## src/rtl/uart_rx_ctrl_if.sv

```systemverilog
// Consumer-side handshake for uart_rx_ctrl: head-of-FIFO data with valid/ready.
// The receiver drives data/valid through the master modport, the consumer
// answers with ready through the slave modport.
interface uart_rx_ctrl_if;
    logic [3:0] rx_data;
    logic       rx_valid;
    logic       rx_ready;

    modport master (
        output rx_data,
        output rx_valid,
        input  rx_ready
    );

    modport slave (
        input  rx_data,
        input  rx_valid,
        output rx_ready
    );
endinterface

```

## src/rtl/uart_rx_ctrl.sv

```systemverilog
// uart_rx_ctrl: receive controller for the 4-bit even-parity UART link.
// Synchronizes the raw line, samples each bit at mid-bit, checks start,
// parity and stop, and buffers good frames in a small FIFO that drains
// through a valid/ready handshake. Error events come out as one-cycle pulses.
// Optional feature: define UART_RX_ERRCNT_EN to build the saturating error
// counter; otherwise err_count is tied to zero.
module uart_rx_ctrl #(
    parameter int CLKS_PER_BIT = 16,
    parameter int FIFO_DEPTH   = 4
) (
    input  logic                  clk,
    input  logic                  reset_n,
    input  logic                  rx,
    uart_rx_ctrl_if.master        bus,
    output logic                  parity_err,
    output logic                  frame_err,
    output logic                  overflow,
    output logic                  busy,
    output logic [7:0]            err_count
);

    localparam int CNT_W = $clog2(CLKS_PER_BIT);
    localparam int PTR_W = $clog2(FIFO_DEPTH);
    localparam int PW    = PTR_W + 1;
    localparam logic [CNT_W-1:0] CNT_MID  = CNT_W'(CLKS_PER_BIT / 2 - 1);
    localparam logic [CNT_W-1:0] CNT_LAST = CNT_W'(CLKS_PER_BIT - 1);

    typedef enum logic [2:0] {
        S_BREAK,
        S_IDLE,
        S_START,
        S_DATA,
        S_PARITY,
        S_STOP
    } state_t;

    state_t           state_q, state_d;
    logic             rx_meta_q, rxs_q;
    logic [CNT_W-1:0] cnt_q, cnt_d;
    logic [1:0]       bit_idx_q, bit_idx_d;
    logic [3:0]       shift_q, shift_d;
    logic             par_ok_q, par_ok_d;
    logic             parity_err_q, parity_err_d;
    logic             frame_err_q, frame_err_d;
    logic             overflow_q, overflow_d;
    logic [PW-1:0]    wr_ptr_q, wr_ptr_d;
    logic [PW-1:0]    rd_ptr_q, rd_ptr_d;
    logic [3:0]       mem_q [FIFO_DEPTH];
    logic [3:0]       mem_d [FIFO_DEPTH];
    logic             push;
    logic             pop;
    logic             fifo_full;
    logic             fifo_valid;

    assign fifo_valid = (wr_ptr_q != rd_ptr_q);
    assign fifo_full  = (wr_ptr_q[PTR_W] != rd_ptr_q[PTR_W]) &&
                        (wr_ptr_q[PTR_W-1:0] == rd_ptr_q[PTR_W-1:0]);
    assign pop        = fifo_valid & bus.rx_ready;

    assign bus.rx_valid = fifo_valid;
    assign bus.rx_data  = fifo_valid ? mem_q[rd_ptr_q[PTR_W-1:0]] : 4'h0;
    assign parity_err   = parity_err_q;
    assign frame_err    = frame_err_q;
    assign overflow     = overflow_q;
    assign busy         = (state_q == S_START) || (state_q == S_DATA) ||
                          (state_q == S_PARITY) || (state_q == S_STOP);

    // Frame sequencer: walks start/data/parity/stop and decides the fate of each frame at mid-stop.
    always_comb begin
        state_d      = state_q;
        cnt_d        = cnt_q + CNT_W'(1);
        bit_idx_d    = bit_idx_q;
        shift_d      = shift_q;
        par_ok_d     = par_ok_q;
        parity_err_d = 1'b0;
        frame_err_d  = 1'b0;
        overflow_d   = 1'b0;
        push         = 1'b0;
        case (state_q)
            S_BREAK: begin
                cnt_d = '0;
                if (rxs_q) state_d = S_IDLE;
            end
            S_IDLE: begin
                cnt_d = '0;
                if (!rxs_q) state_d = S_START;
            end
            S_START: begin
                if (cnt_q == CNT_MID) begin
                    cnt_d     = '0;
                    bit_idx_d = 2'd0;
                    state_d   = rxs_q ? S_IDLE : S_DATA;
                end
            end
            S_DATA: begin
                if (cnt_q == CNT_LAST) begin
                    cnt_d     = '0;
                    shift_d   = {rxs_q, shift_q[3:1]};
                    bit_idx_d = bit_idx_q + 2'd1;
                    if (bit_idx_q == 2'd3) state_d = S_PARITY;
                end
            end
            S_PARITY: begin
                if (cnt_q == CNT_LAST) begin
                    cnt_d    = '0;
                    par_ok_d = ~(^shift_q ^ rxs_q);
                    state_d  = S_STOP;
                end
            end
            S_STOP: begin
                if (cnt_q == CNT_LAST) begin
                    cnt_d = '0;
                    if (!rxs_q) begin
                        frame_err_d = 1'b1;
                        state_d     = S_BREAK;
                    end else if (!par_ok_q) begin
                        parity_err_d = 1'b1;
                        state_d      = S_IDLE;
                    end else if (fifo_full && !pop) begin
                        overflow_d = 1'b1;
                        state_d    = S_IDLE;
                    end else begin
                        push    = 1'b1;
                        state_d = S_IDLE;
                    end
                end
            end
            default: begin
                cnt_d   = '0;
                state_d = S_BREAK;
            end
        endcase
    end

    // FIFO bookkeeping: write at the tail on push, advance the head on pop; pointers wrap naturally.
    always_comb begin
        mem_d    = mem_q;
        wr_ptr_d = wr_ptr_q + PW'(push);
        rd_ptr_d = rd_ptr_q + PW'(pop);
        if (push) mem_d[wr_ptr_q[PTR_W-1:0]] = shift_q;
    end

    // State, synchronizer and FIFO registers; reset drops any frame in flight.
    always_ff @(posedge clk or negedge reset_n) begin
        if (!reset_n) begin
            rx_meta_q    <= 1'b1;
            rxs_q        <= 1'b1;
            state_q      <= S_BREAK;
            cnt_q        <= '0;
            bit_idx_q    <= 2'd0;
            shift_q      <= 4'h0;
            par_ok_q     <= 1'b0;
            parity_err_q <= 1'b0;
            frame_err_q  <= 1'b0;
            overflow_q   <= 1'b0;
            wr_ptr_q     <= '0;
            rd_ptr_q     <= '0;
            mem_q        <= '{default: 4'h0};
        end else begin
            rx_meta_q    <= rx;
            rxs_q        <= rx_meta_q;
            state_q      <= state_d;
            cnt_q        <= cnt_d;
            bit_idx_q    <= bit_idx_d;
            shift_q      <= shift_d;
            par_ok_q     <= par_ok_d;
            parity_err_q <= parity_err_d;
            frame_err_q  <= frame_err_d;
            overflow_q   <= overflow_d;
            wr_ptr_q     <= wr_ptr_d;
            rd_ptr_q     <= rd_ptr_d;
            mem_q        <= mem_d;
        end
    end

`ifdef UART_RX_ERRCNT_EN
    logic [7:0] err_cnt_q, err_cnt_d;

    // Count every error pulse, sticking at 255 until the next reset.
    always_comb begin
        err_cnt_d = err_cnt_q;
        if ((parity_err_q || frame_err_q || overflow_q) && (err_cnt_q != 8'hFF))
            err_cnt_d = err_cnt_q + 8'd1;
    end

    // Error counter register.
    always_ff @(posedge clk or negedge reset_n) begin
        if (!reset_n) err_cnt_q <= 8'h00;
        else          err_cnt_q <= err_cnt_d;
    end

    assign err_count = err_cnt_q;
`else
    assign err_count = 8'h00;
`endif

endmodule

```

## src/flat_wrapper.sv

```systemverilog
// flat-port wrapper written by rule: the top's interface ports become plain ports
module uart_rx_ctrl_flat 
#(
    parameter int CLKS_PER_BIT = 16,
    parameter int FIFO_DEPTH   = 4
)
  (clk, reset_n, rx, parity_err, frame_err, overflow, busy, err_count, bus_rx_data, bus_rx_valid, bus_rx_ready);
  uart_rx_ctrl_if bus_i ();
  input  logic clk;
  input  logic reset_n;
  input  logic rx;
  output logic parity_err;
  output logic frame_err;
  output logic overflow;
  output logic busy;
  output logic [7:0] err_count;
  output wire logic [$bits(bus_i.rx_data)-1:0] bus_rx_data;
  output wire logic [$bits(bus_i.rx_valid)-1:0] bus_rx_valid;
  input wire logic [$bits(bus_i.rx_ready)-1:0] bus_rx_ready;
  assign bus_rx_data = bus_i.rx_data;
  assign bus_rx_valid = bus_i.rx_valid;
  assign bus_i.rx_ready = bus_rx_ready;
  uart_rx_ctrl #(.CLKS_PER_BIT(CLKS_PER_BIT), .FIFO_DEPTH(FIFO_DEPTH)) u_core (.clk(clk), .reset_n(reset_n), .rx(rx), .bus(bus_i), .parity_err(parity_err), .frame_err(frame_err), .overflow(overflow), .busy(busy), .err_count(err_count));
endmodule
```

## config.mk

```make
export PLATFORM = sky130hd
export DESIGN_NAME = uart_rx_ctrl_flat
export DESIGN_NICKNAME = d
export VERILOG_FILES = /design/src/rtl/uart_rx_ctrl_if.sv /design/src/rtl/uart_rx_ctrl.sv /design/src/flat_wrapper.sv
export SDC_FILE = /design/constraint.sdc
export NUM_CORES = 1
export LEC_CHECK = 0
export CAP_MARGIN = 5
export CORE_UTILIZATION = 56
export CTS_CLUSTER_SIZE = 16
export DETAILED_ROUTE_END_ITERATION = 10
export MAX_ROUTING_LAYER = met4
export PLACE_DENSITY_LB_ADDON = 0.1
export SLEW_MARGIN = 10
export SYNTH_ARGS = -nofsm -noshare
export SYNTH_HDL_FRONTEND = slang
export SYNTH_SLANG_ARGS = --single-unit
```

## constraint.sdc

```tcl
create_clock -name clk -period 2.7 [get_ports clk]
set_clock_uncertainty 0.15 [all_clocks]
set_input_delay 0.27 -clock clk [delete_from_list [all_inputs] [get_ports clk]]
set_output_delay 0.27 -clock clk [all_outputs]
set_load 0.02 [all_outputs]
```

==> impl_metrics.sql <==
INSERT INTO impl_metrics (metric_group, metric, value, unit) VALUES
('sta', 'rsz0062_at_grt', 'no', ''),
('drt', 'antenna_left', '0', ''),
('logic_synthesis', 'synth_enable_flop_cells', '0', ''),
('die', 'die_h', '64.23', 'um'),
('worst_hold_path', 'min_path_type', 'flop to flop', ''),
('placement', 'postPlaceCellArea', '2303', 'um^2'),
('placement', 'hpwlAfterDp', '2693', 'um'),
('final_layout', 'most-common-layout-cells', 'dfrtp_1, mux2_1, nor2b_1, clkdlybuf4s50_1, nor2_1', ''),
('setup_path', 'critical_path.endpoint_type', 'primary output', ''),
('logic_synthesis', 'post_synth_inst_count', '170', ''),
('drt', 'avgRoutedWirePerCell', '15.83', 'um'),
('sta', 'worst_slew_pin_slew', '0.8855', 'ns'),
('power_and_ir_drop', 'leakage', '1.089', 'nW'),
('logic_synthesis', 'post_synthesis_instance_area', '2168', 'um^2'),
('drt', 'detail_route.iter0.violations', '89', ''),
('drt', 'viasPerCell', '5.732', ''),
('sta', 'finalSetupViolCount', '0', ''),
('clock_tree', 'post_cts_setup_driven_buffer_insertion_count', '0', ''),
('setup_path', 'timing.critical_path.required', '2.28', 'ns'),
('global_route', 'grt_start_max_net_pins', '42', ''),
('setup_path', 'critical_path.startpoint_type', 'flop', ''),
('die', 'core_area', '3689', 'um^2'),
('die', 'ios', '21', ''),
('final_layout', 'design_area', '2395', 'um^2'),
('global_route', 'globalRouteOverflowTotal', '0', ''),
('run', 'timing.max_cap.violations', '0', ''),
('sta', 'slew-limit-headroom', '40.97', '%'),
('drt', 'drc', '0', ''),
('clock_tree', 'clk-insertion-delay-late', '0.29', 'ns'),
('logic_synthesis', 'avgSynthCellArea', '12.75', 'um^2'),
('final_layout', 'drive_above_1_share', '18.18', '%'),
('logic_synthesis', 'yosys.cell_types.count', '43', ''),
('die', 'placement_rows', '22', ''),
('sta', 'finalMaxSlewViolations', '0', ''),
('outcome', 'status', 'finished, final reports clean', ''),
('placement', 'numPortBuffers', '12', ''),
('sta', 'timing.final.crit_period', '2.559', 'ns'),
('sta', 'clock.fmax', '390.8', 'MHz'),
('logic_synthesis', 'postSynth.topFlopCell', 'dfrtp_1', ''),
('die', 'initial_utilization', '58.79', '%'),
('final_layout', 'num-nets-final', '198', ''),
('drt', 'drtPass1Iterations', '4', ''),
('placement', 'gp_congestion', '0.7961', ''),
('final_layout', 'insertedDiodeCount', '0', ''),
('clock_tree', 'cts_max_path_buffers', '2', ''),
('sta', 'hold_violations', '0', ''),
('drt', 'wl', '3719', 'um'),
('global_route', 'initial_antenna_violation_count', '0', ''),
('global_route', 'number_of_global_route_vias_before_repair', '1366', ''),
('clock_tree', 'clock_tree_from_tritoncts', 'yes', ''),
('power_and_ir_drop', 'vdd_drop_max', '510.3', 'uV'),
('sta', 'final.period_utilization', '94.78', '%'),
('clock_tree', 'cts_num_sinks', '41', ''),
('die', 'dieArea', '4125', 'um^2'),
('logic_synthesis', 'yosysWarningCount', '0', ''),
('global_route', 'track_usage', '21.72', '%'),
('power_and_ir_drop', 'power-per-cell-area', '739.0', 'nW/um^2'),
('logic_synthesis', 'synthArstFlopShare', '100.0', '%'),
('final_layout', 'syn_to_layout_area_delta', '10.44', '%'),
('setup_path', 'timing.critical_path.arrival', '2.14', 'ns'),
('drt', 'detailroute.via_count', '1347', ''),
('clock_tree', 'clkTransAtPathRegs', '0.07', 'ns'),
('setup_path', 'path_max_fanout', '6', ''),
('clock_tree', 'clockRootBuffer', 'clkbuf_8', ''),
('global_route', 'first_pass_grt_wire_length', '6458', 'um'),
('clock_tree', 'htree_levels', '2', ''),
('sta', 'setup-tns-final', '0', 'ns'),
('clock_tree', 'cts_buffers', '5', ''),
('die', 'chipWidth', '64.23', 'um'),
('logic_synthesis', 'synth_seq_area_share', '47.43', '%'),
('final_layout', 'mostFrequentLayoutCell', 'dfrtp_1', ''),
('setup_path', 'path_class', 'flop to primary output', ''),
('logic_synthesis', 'ys_ff_latch', '41', '');
## flip-flops by register name, indices dropped and copies added, names as in the netlist, 2 cells and up
name and flops:
u_core.bit_idx_q 2, u_core.cnt_q 4, u_core.mem_q 16, u_core.rd_ptr_q 3, u_core.shift_q 4, u_core.state_q 3
u_core.wr_ptr_q 3
## synth_stat cells, drive strengths merged, types with 3 or more instances
cell type	n	area [um^2]
a21oi	3	15.01
buf	11	73.82
dfrtp	39	975.9
ha	8	100.1
inv	6	22.52
mux2	21	236.5
mux4	4	90.09
nand2	5	18.77
nand3	3	27.53
nor2	10	37.54
nor2b	11	68.82
nor3	4	20.02
o21ai	3	15.01
xnor2	7	61.31
xor2	4	50.05
## power breakdown
| part | switching (W) | total, W | internal, W |
|---|---|---|---|
| clock | 0.000192 | 0.000376 | 0.000183 |
| combinational | 0.000278 | 0.000537 | 0.000259 |
| sequential | 0.000150 | 0.000857 | 0.000706 |
| total | 0.000621 | 0.00177 | 0.00115 |
## through the flow
stage | cells | total power [W] | util [%] | hold WS (ns) | worst slack (ns)
3_5_place_dp | 226 | 0.001407 | 62.45 | 0.1991 | 0.4380
3_3_place_gp | 226 | 0.001360 | 62.45 | 0.1970 | 0.4587
2_1_floorplan | 177 | 0.001245 | - | -0.1756 | 0.5935
6_report | 235 | 0.001770 | 64.93 | 0.2079 | 0.1409
4_1_cts | 235 | 0.001789 | 64.89 | 0.2090 | 0.09664
5_1_grt | 235 | 0.001895 | 64.93 | 0.2103 | 0.005220
## worst max-delay path, cell delays in order (launching register included)
cell	delay (ns)
dfrtp_1	0.61
xor2_2	0.24
nor3b_1	0.08
buf_4	0.16
nor2b_1	0.13
clkdlybuf4s50_1	0.62
## area by class of cell
| cell class | instances | area, um^2 |
|---|---|---|
| flip-flops and latches | 41 | 1030 |
| well taps | 48 | 60.06 |
| repair buffers | 15 | 140.1 |
| inverters | 6 | 22.52 |
| multi-input cells | 117 | 1062 |
| clock buffers | 8 | 80.08 |
| fillers | 310 | 1294 |
## worst paths after layout
kind / startpoint / end / slack [ns] / cells past startpoint
setup / recovery: u_core.wr_ptr_q[1]$_DFF_PN0_ / bus_rx_data[2] / 0.14 / 5
hold / removal: u_core.rx_meta_q$_DFF_PN1_ / u_core.rxs_q$_DFF_PN1_ / 0.21 / 0
setup reg to reg: u_core.wr_ptr_q[1]$_DFF_PN0_ / u_core.mem_q[1]$_DFFE_PN0P_ / 0.44 / 4
hold reg to reg: u_core.rx_meta_q$_DFF_PN1_ / u_core.rxs_q$_DFF_PN1_ / 0.21 / 0
max in group asynchronous: reset_n / u_core.rd_ptr_q[0]$_DFF_PN0_ / 1.31 / 2
min in group asynchronous: reset_n / u_core.bit_idx_q[1]$_DFFE_PN0P_ / 0.48 / 2
## routing by layer
layer / track usage (%) / vias to the layer above / part of all wire [%]
met1: 28.61 / 669 / 46
li1: - / 627 / -
met3: 4.286 / 9 / 4.1
met5: - / - / 0
met4: 10.00 / 0 / 2.2
met2: 32.58 / 42 / 48
## kinds of logic (layout without fill, tap and decap cells)
family | Yosys count | in the layout | synth area share [%]
AO/OA/AOI/OAI | 20 | 20 | 6.809
buffers and inverters | 19 | 29 | 4.789
flip-flops | 41 | 41 | 47.43
XOR/XNOR | 11 | 11 | 5.136
multiplexers | 25 | 25 | 15.06
adder cells (fa/ha/maj) | 8 | 8 | 4.616
AND/OR/NAND/NOR | 45 | 45 | 15.99
other | 1 | 8 | 0.1729
## what timing repair did
item / in CTS / in global routing
endpoints found under the hold margin: 39 / 0
endpoints found under the setup margin: 0 / 1
resized for setup: 0 / 1
hold buffers: 1 / 0
No activity file was read; power rests on OpenSTA's default activity.
